===== src/rtl/legv8_pkg.sv =====
// Shared LEGv8 types and encodings for the fetch path and its consumers.
package legv8_pkg;

  localparam int unsigned INSTR_WIDTH = 32;
  localparam int unsigned PC_SEL_W    = 2;

  typedef enum logic [PC_SEL_W-1:0] {
    PC_INC    = 2'b00,
    PC_BRANCH = 2'b01,
    PC_REG    = 2'b10,
    PC_HOLD   = 2'b11
  } pc_sel_e;

  typedef enum logic [1:0] {
    ST_RST   = 2'b00,
    ST_REQ   = 2'b01,
    ST_VALID = 2'b10
  } fetch_state_e;

endpackage


===== src/rtl/legv8_next_pc.sv =====
// Combinational next-PC selection: sequential, PC-relative branch, register target, hold.
module legv8_next_pc
  import legv8_pkg::*;
#(
  parameter int unsigned ADDR_W = 64
) (
  input  logic [ADDR_W-1:0]   pc,
  input  logic [PC_SEL_W-1:0] pc_sel,
  input  logic [63:0]         branch_offset,
  input  logic [63:0]         reg_target,
  output logic [ADDR_W-1:0]   next_pc_c,
  output logic                misalign_c
);

  logic [ADDR_W-1:0] inc_pc;
  logic [ADDR_W-1:0] br_pc;
  logic [ADDR_W-1:0] reg_pc;

  // Modulo arithmetic: a negative offset wraps backward naturally.
  assign inc_pc = pc + ADDR_W'(4);
  assign br_pc  = pc + ADDR_W'(branch_offset << 2);
  assign reg_pc = ADDR_W'(reg_target) & ~ADDR_W'(3);

  always_comb begin
    next_pc_c  = pc;
    misalign_c = 1'b0;
    case (pc_sel_e'(pc_sel))
      PC_INC:    next_pc_c = inc_pc;
      PC_BRANCH: next_pc_c = br_pc;
      PC_REG: begin
        next_pc_c  = reg_pc;
        misalign_c = |reg_target[1:0];
      end
      PC_HOLD:   next_pc_c = pc;
      default:   next_pc_c = pc;
    endcase
  end

endmodule


===== src/rtl/legv8_fetch_unit.sv =====
// Instruction fetch: PC register, req/ready memory read, instruction register.
module legv8_fetch_unit
  import legv8_pkg::*;
#(
  parameter int unsigned        ADDR_W   = 64,
  parameter logic [ADDR_W-1:0]  RESET_PC = '0
) (
  input  logic                   clock,
  input  logic                   reset,
  output logic [ADDR_W-1:0]      mem_addr,
  output logic                   mem_req,
  input  logic                   mem_ready,
  input  logic [INSTR_WIDTH-1:0] mem_rdata,
  input  logic                   advance,
  input  logic [PC_SEL_W-1:0]    pc_sel,
  input  logic [63:0]            branch_offset,
  input  logic [63:0]            reg_target,
  output logic [INSTR_WIDTH-1:0] instruction,
  output logic                   instr_valid,
  output logic [ADDR_W-1:0]      pc,
  output logic                   misalign
);

  fetch_state_e           state, state_nxt;
  logic [ADDR_W-1:0]      pc_nxt;
  logic [INSTR_WIDTH-1:0] instr_nxt;
  logic                   valid_nxt;
  logic                   req_nxt;
  logic                   misalign_nxt;
  logic [ADDR_W-1:0]      next_pc_c;
  logic                   misalign_c;

  legv8_next_pc #(.ADDR_W(ADDR_W)) u_next_pc (
    .pc            (pc),
    .pc_sel        (pc_sel),
    .branch_offset (branch_offset),
    .reg_target    (reg_target),
    .next_pc_c     (next_pc_c),
    .misalign_c    (misalign_c)
  );

  // The request address is the PC register itself, so it is stable while waiting.
  assign mem_addr = pc;

  always_ff @(posedge clock) begin
    if (reset) begin
      state       <= ST_RST;
      pc          <= RESET_PC;
      instruction <= '0;
      instr_valid <= 1'b0;
      mem_req     <= 1'b0;
      misalign    <= 1'b0;
    end else begin
      state       <= state_nxt;
      pc          <= pc_nxt;
      instruction <= instr_nxt;
      instr_valid <= valid_nxt;
      mem_req     <= req_nxt;
      misalign    <= misalign_nxt;
    end
  end

  // mem_req is registered from the next state so it is high exactly while in REQ.
  always_comb begin
    state_nxt    = state;
    pc_nxt       = pc;
    instr_nxt    = instruction;
    valid_nxt    = instr_valid;
    req_nxt      = 1'b0;
    misalign_nxt = misalign;
    case (state)
      ST_RST: begin
        state_nxt = ST_REQ;
        req_nxt   = 1'b1;
      end
      ST_REQ: begin
        req_nxt = 1'b1;
        if (mem_ready) begin
          instr_nxt = mem_rdata;
          valid_nxt = 1'b1;
          state_nxt = ST_VALID;
          req_nxt   = 1'b0;
        end
      end
      ST_VALID: begin
        if (advance) begin
          pc_nxt       = next_pc_c;
          valid_nxt    = 1'b0;
          state_nxt    = ST_REQ;
          req_nxt      = 1'b1;
          misalign_nxt = misalign | misalign_c;
        end
      end
      default: state_nxt = ST_RST;
    endcase
  end

endmodule


===== config.mk =====
export PLATFORM = sky130hd
export DESIGN_NAME = legv8_fetch_unit
export DESIGN_NICKNAME = d
export VERILOG_FILES = /design/src/rtl/legv8_pkg.sv /design/src/rtl/legv8_next_pc.sv /design/src/rtl/legv8_fetch_unit.sv
export SDC_FILE = /design/constraint.sdc
export NUM_CORES = 1
export LEC_CHECK = 0
export CORE_MARGIN = 2
export CORE_UTILIZATION = 45
export CTS_CLUSTER_DIAMETER = 120
export DETAILED_ROUTE_END_ITERATION = 16
export PLACE_DENSITY = 0.88
export SLEW_MARGIN = 20
export SYNTH_ARGS = -nofsm -noshare
export SYNTH_HDL_FRONTEND = slang
export SYNTH_SLANG_ARGS = --single-unit

===== constraint.sdc =====
create_clock -name clock -period 4.7 [get_ports clock]
set_clock_uncertainty 0.15 [all_clocks]
set_input_delay 0.94 -clock clock [delete_from_list [all_inputs] [get_ports clock]]
set_output_delay 0.94 -clock clock [all_outputs]
set_load 0.02 [all_outputs]

Yosys cells after proc, flatten, opt, wreduce, memory -nomap -nowiden. Index checks and enable logic that the tools add are counted.

$add $sub $neg: 2. Multipliers: 0. Div/mod/pow operators: 0. Order comparisons: 0. Equal/unequal tests: 7. Shift-type cells: 0. Muxes and demuxes: 11. Bitwise logic cells: 2. Reductions and logical operators: 9.

Operators with widths (number): $pmux W64 S3 (1); $add A64 B3 Y64 const B (1); $add A64 B64 Y64 (1); $eq A2 B2 Y1 const B (3); $pmux W2 S3 (1); $reduce_and A2 Y1 (3); $reduce_and A3 Y1 (2); $mux W1 (5); $eq A2 B1 Y1 const B (2); $logic_not A2 Y1 (2); $mux W2 (2); $ne A2 B2 Y1 const B (2); $pmux W1 S3 (1); $pmux W1 S2 (1); $reduce_bool A2 Y1 (1); $reduce_or A2 Y1 (1); $not A1 Y1 (1); $or A1 B1 Y1 (1).

Bits in registers: 101. Bits in latches: 0. Bits in writable memories: 0. Bits in read-only memories: 0. Bits of input ports: 166. Logic and storage cells: 37. Memories: 0.

Logic depth before layout (Yosys ltp). Gate-level depths: netlist of run 1.

Depth after elaboration: 3. Gate-level depth with buffers: 16.

By module. A second synthesis of run 1 with hierarchy kept.

Cells, all modules: 1364. Area total of the unflattened synthesis: 10583.9 sq um.

Modules (own cells, without submodules): legv8_next_pc (instances 1, cells an instance 863, area an instance 5615.4 sq um); legv8_fetch_unit (instances 1, cells an instance 501, area an instance 4968.5 sq um).

Least setup slack after synthesis of run 1. No wires, ideal clock.

Kind: input-to-reg. From: input pc_sel[0]. To: register pc[57], in the netlist mem_addr[57]. Library setup time: 130 ps. Data arrival time: 3728 ps. Required time: 4420 ps. Setup slack: 692 ps. Stages: 15. Path buffers: 2. Cells stage by stage: nor2b_1 -> clkbuf_1 -> clkbuf_1 -> and2_1 -> ha_1 -> a211oi_2 -> o211ai_1 -> nand2_2 -> o211ai_4 -> a311o_1 -> a31oi_4 -> nor3_1 -> a211oi_2 -> mux2i_1 -> o22ai_1.

Longest elaborated chain between the ends: 3.

RTL lines: from (decl) (RTL line legv8_fetch_unit.sv:15) `input logic [PC_SEL_W-1:0] pc_sel,`; $eq A2 B2 Y1 (RTL line legv8_next_pc.sv:27) `case (pc_sel_e'(pc_sel))`; $not A1 Y1 (no source line); $reduce_and A3 Y1 (no source line); to (signal assigned) (RTL line legv8_fetch_unit.sv:55) `pc <= pc_nxt;`; to (decl) (RTL line legv8_fetch_unit.sv:20) `output logic [ADDR_W-1:0] pc,`.

Parallel ways exist; a longest one is shown, timed or not. A chain may end at the register's enable or synchronous reset.

Worst setup path in the final report of run 1.
From: input pc_sel[1]. To: register pc[62], in the netlist mem_addr[62].

Same word-level chain as after synthesis.

==> impl_metrics.toml, run 1 <==
[run_status]
status = "finished, final reports clean"

[global_routing]
grt_pass1_wl_um = 46800
grt_remaining_overflow = 0
grt_pass1_vias = 9455
grt_antenna_before_repair = 0
grt_max_degree = 101
track_usage_pct = 28.62

[synth]
synth_edf_count = 0
synth_top_area_share_pct = 23.28
yosys_register_bits = 99
yosysSeqAreaShare_pct = 23.28
synth-simple-area-share_pct = 23.68
synthXorXnorAreaFrac_pct = 5.453
synth_commonest_cells = "nand2_1, a21oi_1, dfxtp_1"
synth_most_common_cell = "nand2_1"
ys.warnings.count = 0
synthFlopType = "dfxtp_1"
synthCells = 1156
syn_area_um2 = 8512
avgSynthCellArea_um2 = 7.363
netlist_top_cells_area = "dfxtp_1, ha_1, nand2_1"
synth_top_family_by_area = "compound AO/OA/AOI/OAI gates"
ys_types = 68
yosys.area.top_type = "dfxtp_1"
synthArstFlopShare_pct = 0
synthAdderAreaFrac_pct = 9.202
synth_compound_gate_area_share_pct = 27.96
synth.area.mux_share_pct = 0.3528

[floorplan]
rows = 50
die_h_um = 141.5
pin_count = 329
dieArea_um2 = 20030
initial_utilization_pct = 45.66
coreArea_um2 = 18640
die_w_um = 141.5

[routing]
wl_per_cell_um = 17.62
route.detailed.drc = 0
ant_nets = 0
drt_iter0_markers = 576
routed_wl_um = 29890
first_pass_iters = 5
vias_per_cell = 5.688
vias = 9647

[setup_path]
rrSetupSlack_ns = 1.45
arrival_ns = 4.50
rr_endpoint = "mem_addr[62]$_SDFFE_PP0P_"
worstSetupStartpointType = "input port"
crit_path_end_kind = "flop"
crit_fanout = 27
r2r_start = "mem_addr[2]$_SDFFE_PP0P_"
cp-endpoint = "mem_addr[62]$_SDFFE_PP0P_"
worstSetupPathType = "input port to flop"
required_ns = 4.84
critPathLaunch = "pc_sel[1]"
reg2reg_depth = 13

[clocking]
cts_tree = "yes"
hold_buffers = 0
cts_buffers = 9
post_cts_buffers = 0
h-tree-depth = 3
cts_resized = 0
root_buffer = "clkbuf_16"
clk_pin_slew_ns = 0.08
cts.sinks = 99
cts_buffer_depth = 2
clkLatencyLatePin_ns = 0.37

[finish]
drive_above_1_share_pct = 11.35
area_delta_synth_final_pct = 46.14
n_fill_cell = 1484
fin_nets = 1685
final_area_um2 = 12440
diodes = 0

[pwr]
switching_share_pct = 31.58
irDropWorstVdd_uv = 163.1
seqPwrFrac_pct = 39.3
clockPowerShare_pct = 35.9
p_sw_w = 0.0007137
p_int_w = 0.001546
power_density_nw_per_um2 = 181.7
p_comb_share_pct = 24.8
leakage_nw = 4.957

[timing]
finalHoldViolations = 0
max_clock_freq_mhz = 229.5
setup_violations = 0
whs_ns = 0.3084
slew_headroom_pct = 52.30
fin_setup_tns_ns = 0
fin_crit_ns = 4.356
timing.final.crit_share_pct = 92.69
tightest_slew_ns = 0.7139
maxSlewViolCount = 0
rsz0062_at_grt = "false"

[job]
max_cap_viol_count = 0

[place]
dp_hpwl_um = 22810
gp_congestion = 0.9505
placedInstanceArea_um2 = 12100
portBuffers = 322

[hold_path]
worstHoldPathType = "flop to flop"
## worst max-delay path: stages
cell and delay (ns):
clkdlybuf4s50_1 0.53, nor2b_4 0.07, buf_12 0.15, buf_4 0.14
and2_1 0.17, ha_1 0.32, a21o_1 0.15, nand4_1 0.14
a31oi_2 0.24, a21oi_2 0.13, o31ai_4 0.37, a21oi_2 0.17
o21ai_2 0.32, buf_4 0.17, nand4_1 0.12, a41o_1 0.20
a31oi_1 0.14
## registers in the layout, summed over array words and instances, names as in the netlist
name and cells:
instr_valid 1, mem_addr 62, misalign 1, mem_req 1
state 2, instruction 32
## worst min-delay path by stage
stage,from,cells after the start,endpoint
6_report,instruction[25]$_SDFFE_PP0P_,2,instruction[25]$_SDFFE_PP0P_
5_1_grt,instruction[16]$_SDFFE_PP0P_,2,instruction[16]$_SDFFE_PP0P_
3_5_place_dp,instruction[0]$_SDFFE_PP0P_,2,instruction[0]$_SDFFE_PP0P_
2_1_floorplan,state[1]$_SDFFE_PP0P_,2,state[1]$_SDFFE_PP0P_
3_3_place_gp,instruction[9]$_SDFFE_PP0P_,2,instruction[9]$_SDFFE_PP0P_
4_1_cts,instruction[25]$_SDFFE_PP0P_,2,instruction[25]$_SDFFE_PP0P_
## kinds of logic after synthesis
kind of cell | count (synthesis)
AND/OR/NAND/NOR | 436
multiplexers | 3
other | 1
AO/OA/AOI/OAI | 347
flip-flops | 99
adder cells (fa/ha/maj) | 62
buffers and inverters | 155
XOR/XNOR | 53
## final cells by class
type / count / area, um2 / share of cell area, %
multi-input cells: 905 / 5722 / 46.00
repair buffers: 432 / 4091 / 32.89
flip-flops and latches: 99 / 1982 / 15.93
well taps: 234 / 292.8 / 2.354
clock buffers: 9 / 225.2 / 1.811
clock inverters: 7 / 88.84 / 0.7141
inverters: 10 / 37.54 / 0.3018
## stage by stage
step / total power, W / util, % / std cells / setup slack (ns)
5_1_grt: 0.002338 / 66.72 / 1696 / 0.1757
4_1_cts: 0.002262 / 66.58 / 1695 / 0.3864
6_report: 0.002260 / 66.72 / 1696 / 0.3436
2_1_floorplan: 0.001170 / - / 1159 / 0.6918
3_5_place_dp: 0.001457 / 64.89 / 1679 / 0.02142
3_3_place_gp: 0.001447 / 64.87 / 1679 / 0.04127
## metal layers
layer / GRT usage [%] / part of all wire, %
met1: 34.72 / 41
met2: 49.77 / 49
met3: 6.986 / 7.5
met4: 9.368 / 2.5
met5: 0 / 0
## power by group through the flow
| stage | registers (W) | clock network, W | logic (W) |
|---|---|---|---|
| detailed placement | 0.000907 | 0 | 0.000551 |
| global placement | 0.000905 | 0 | 0.000542 |
| CTS | 0.000887 | 0.000820 | 0.000555 |
| floorplan | 0.000934 | 0 | 0.000237 |
| finish | 0.000887 | 0.000812 | 0.000561 |
| global route | 0.000891 | 0.000847 | 0.000600 |
## cell usage in the layout, fill, tap and decap left out, types with 3 or more instances in the layout
| master | instances |
|---|---|
| a211oi_1 | 15 |
| a211oi_2 | 4 |
| a21o_1 | 34 |
| a21oi_1 | 113 |
| a21oi_2 | 8 |
| a221oi_1 | 12 |
| a311oi_1 | 21 |
| a31oi_1 | 12 |
| a41o_1 | 3 |
| and2_1 | 65 |
| and3_1 | 10 |
| buf_4 | 108 |
| clkbuf_16 | 9 |
| clkdlybuf4s50_1 | 321 |
| clkinv_8 | 3 |
| conb_1 | 4 |
| dfxtp_1 | 99 |
| ha_1 | 61 |
| inv_1 | 10 |
| mux2i_1 | 3 |
| nand2_1 | 186 |
| nand2b_1 | 7 |
| nand3_1 | 16 |
| nand4_1 | 26 |
| nor2_1 | 89 |
| nor2b_1 | 6 |
| nor3_1 | 11 |
| o211ai_1 | 8 |
| o21a_1 | 10 |
| o21ai_0 | 43 |
| o21ai_1 | 13 |
| o21bai_1 | 13 |
| o22ai_1 | 7 |
| or2_2 | 5 |
| or3_1 | 5 |
| xnor2_1 | 31 |
| xor2_1 | 22 |
Power figures use the tool's default switching activity.
==> inputs of run 2 (changes only) <==
--- a/config.mk
+++ b/config.mk
@@ -5,11 +5,12 @@
 export SDC_FILE = /design/constraint.sdc
 export NUM_CORES = 1
 export LEC_CHECK = 0
+export ABC_AREA = 1
 export CORE_MARGIN = 2
-export CORE_UTILIZATION = 45
+export CORE_UTILIZATION = 49
 export CTS_CLUSTER_DIAMETER = 120
 export DETAILED_ROUTE_END_ITERATION = 16
-export PLACE_DENSITY = 0.88
+export PLACE_DENSITY = 0.89
 export SLEW_MARGIN = 20
 export SYNTH_ARGS = -nofsm -noshare
 export SYNTH_HDL_FRONTEND = slang
==> run 2 against run 1 <==
  * Clock-buffer cell count did not move
  * First-iteration DRC count rose by 3.6%
  * Maximum frequency rose by 4.8%
  * Sequential cell count stayed put
  * Utilization decreased by 1.8 points
  * Highest routed layer unchanged
  * Largest cell class unchanged
  * Cell count rose by 47%
  * Hold slack worse by 0.011 ns
  * Sequential share of layout area fell by 1.8 points
  * Via count increased by 29%
  * Worst setup slack improved by 0.20 ns
==> impl_metrics.toml, run 2 <==
[setup_path]
crit_fanout = 5
worstSetupPathType = "input port to flop"
required_ns = 4.78
cp_cell_sequence = "clkdlybuf4s50_1, inv_1, nor2_1, clkinv_1, or2_2, ha_1, fa_1, nand3_1, nand3_2, nand2_1, nand2_1, nand2_1, nand3_2, nand2_1, nand2_1, nand2_1, nand2_1, o21ai_1, a21oi_1"
arrival_ns = 4.23
worstSetupStartpointType = "input port"
reg2reg_depth = 15
max_stage_delay_ns = 0.53
crit_path_frequent_cell = "nand2_1"
crit_path_end_kind = "flop"
worst_path_max_delay_cell = "clkdlybuf4s50_1"

[floorplan]
die_h_um = 151.8
pin_count = 329
dieArea_um2 = 23050
rows = 54
die_w_um = 151.8
initial_utilization_pct = 49.53
coreArea_um2 = 21620

[timing]
tightest_slew_ns = 0.6845
maxSlewViolCount = 0
finalHoldViolations = 0
max_clock_freq_mhz = 240.6
slew_headroom_pct = 54.37
timing.final.crit_share_pct = 88.44
fin_crit_ns = 4.157
rsz0062_at_grt = "false"
fin_setup_tns_ns = 0
setup_violations = 0

[pwr]
leakage_nw = 7.387
power_density_nw_per_um2 = 156.8
irDropWorstVdd_uv = 144.7

[synth]
synth_commonest_cells = "nand2_1, inv_1, nor2_1"
ys_types = 36
synthCells = 1973
synthFlopType = "dfxtp_1"
yosys_register_bits = 99
avgSynthCellArea_um2 = 5.427
yosysSeqAreaShare_pct = 18.51
synth_most_common_cell = "nand2_1"
syn_area_um2 = 10710
synth_edf_count = 0
synthArstFlopShare_pct = 0
synth_top_area_share_pct = 21.87
yosys.area.top_type = "nand2_1"
netlist_top_cells_area = "nand2_1, dfxtp_1, inv_1"
ys.warnings.count = 0

[hold_path]
hold_path_depth = 2
worstHoldPathType = "flop to flop"

[finish]
area_delta_synth_final_pct = 31.18
final_area_um2 = 14050
final_common_cell = "nand2_1"
largest_reg_flops = 62
final_cells = 2495
final_cell_mix = "nand2_1, inv_1, clkdlybuf4s50_1"
drive_above_1_share_pct = 6.052
n_fill_cell = 2064
fin_nets = 2437

[global_routing]
grt_max_degree = 67
track_usage_pct = 32.97
grt_pass1_vias = 11920
grt_antenna_before_repair = 1
grt_pass1_wl_um = 61330
grt_remaining_overflow = 0

[job]
max_cap_viol_count = 0

[clocking]
hold_buffers = 0
cts_tree = "yes"
h-tree-depth = 3
post_cts_buffers = 0
cts_buffers = 9
clk_pin_slew_ns = 0.08
clkLatencyLatePin_ns = 0.36
root_buffer = "clkbuf_16"
cts.sinks = 99
cts_buffer_depth = 2
cts_resized = 0

[routing]
vias_per_cell = 4.988
routed_wl_um = 39240
route.detailed.drc = 0
wl_per_cell_um = 15.73
vias = 12450
first_pass_iters = 5
ant_nets = 0
drt_iter0_markers = 597

[place]
placedInstanceArea_um2 = 13750
gp_congestion = 0.9743
dp_hpwl_um = 32800
portBuffers = 322
dp_cells = 2478

[run_status]
status = "finished, final reports clean"
[run 2: layout make-up]
| cell class | count | area [um2] | area share, % |
|---|---|---|---|
| diodes | 1 | 2.502 | 0.01782 |
| clock buffers | 9 | 225.2 | 1.603 |
| clock inverters | 7 | 70.07 | 0.4988 |
| inverters | 401 | 1505 | 10.72 |
| multi-input cells | 1361 | 6555 | 46.67 |
| flip-flops and latches | 99 | 1982 | 14.11 |
| well taps | 280 | 350.3 | 2.494 |
| repair buffers | 337 | 3356 | 23.89 |
[run 2: kinds of logic (layout without fill, tap and decap cells)]
group / count (synthesis) / after routing / synth area share [%]
AND/OR/NAND/NOR: 1025 / 1025 / 39.59
flip-flops: 99 / 99 / 18.51
XOR/XNOR: 26 / 26 / 2.127
adder cells (fa/ha/maj): 62 / 62 / 7.315
AO/OA/AOI/OAI: 244 / 244 / 11.98
other: 1 / 5 / 0.03502
buffers and inverters: 516 / 754 / 20.45
[run 2: metal layers]
layer  vias to the layer above  part of all wire (%)  wire length, um  GRT usage (%)
li1                       6347                     -                -              -
met1                      5562                    41            16100          37.99
met2                       438                    48            18980          58.62
met3                        98                   5.5             2158          5.819
met4                         0                   5.1             2002          16.51
met5                         -                     0                0              0
[run 2: path summary, 6_finish.rpt]
check                               start                            to  slack, ns
min reg2reg  instruction[27]$_SDFFE_PP0P_  instruction[27]$_SDFFE_PP0P_       0.30
max                             pc_sel[0]     mem_addr[42]$_SDFFE_PP0P_       0.54
min          instruction[27]$_SDFFE_PP0P_  instruction[27]$_SDFFE_PP0P_       0.30
max reg2reg      mem_addr[2]$_SDFFE_PP0P_     mem_addr[32]$_SDFFE_PP0P_       1.96
[run 2: power by group]
| group | total (W) | switching, W | internal (W) |
|---|---|---|---|
| clock | 0.000785 | 0.000409 | 0.000376 |
| sequential | 0.000891 | 0.0000221 | 0.000869 |
| combinational | 0.000527 | 0.000268 | 0.000259 |
| total | 0.00220 | 0.000700 | 0.00150 |
[run 2: worst max-delay path, delay by kind of cell]
kind                     cells  cell delay (ns)
AO/OA/AOI/OAI                2             0.18
adder cells (fa/ha/maj)      2             0.73
buffers and inverters        3             0.77
AND/OR/NAND/NOR             12             1.59
[run 2: per-stage QoR]
stage / util [%] / power (W) / hold slack (ns) / worst slack [ns]
6_report: 64.97 / 0.002203 / 0.2973 / 0.5432
5_1_grt: 64.97 / 0.002277 / 0.3118 / 0.2958
4_1_cts: 64.95 / 0.002203 / 0.2980 / 0.5764
3_5_place_dp: 63.59 / 0.001433 / 0.2861 / 0.2117
3_3_place_gp: 63.59 / 0.001423 / 0.2810 / 0.2531
2_1_floorplan: - / 0.001164 / 0.3702 / 1.346
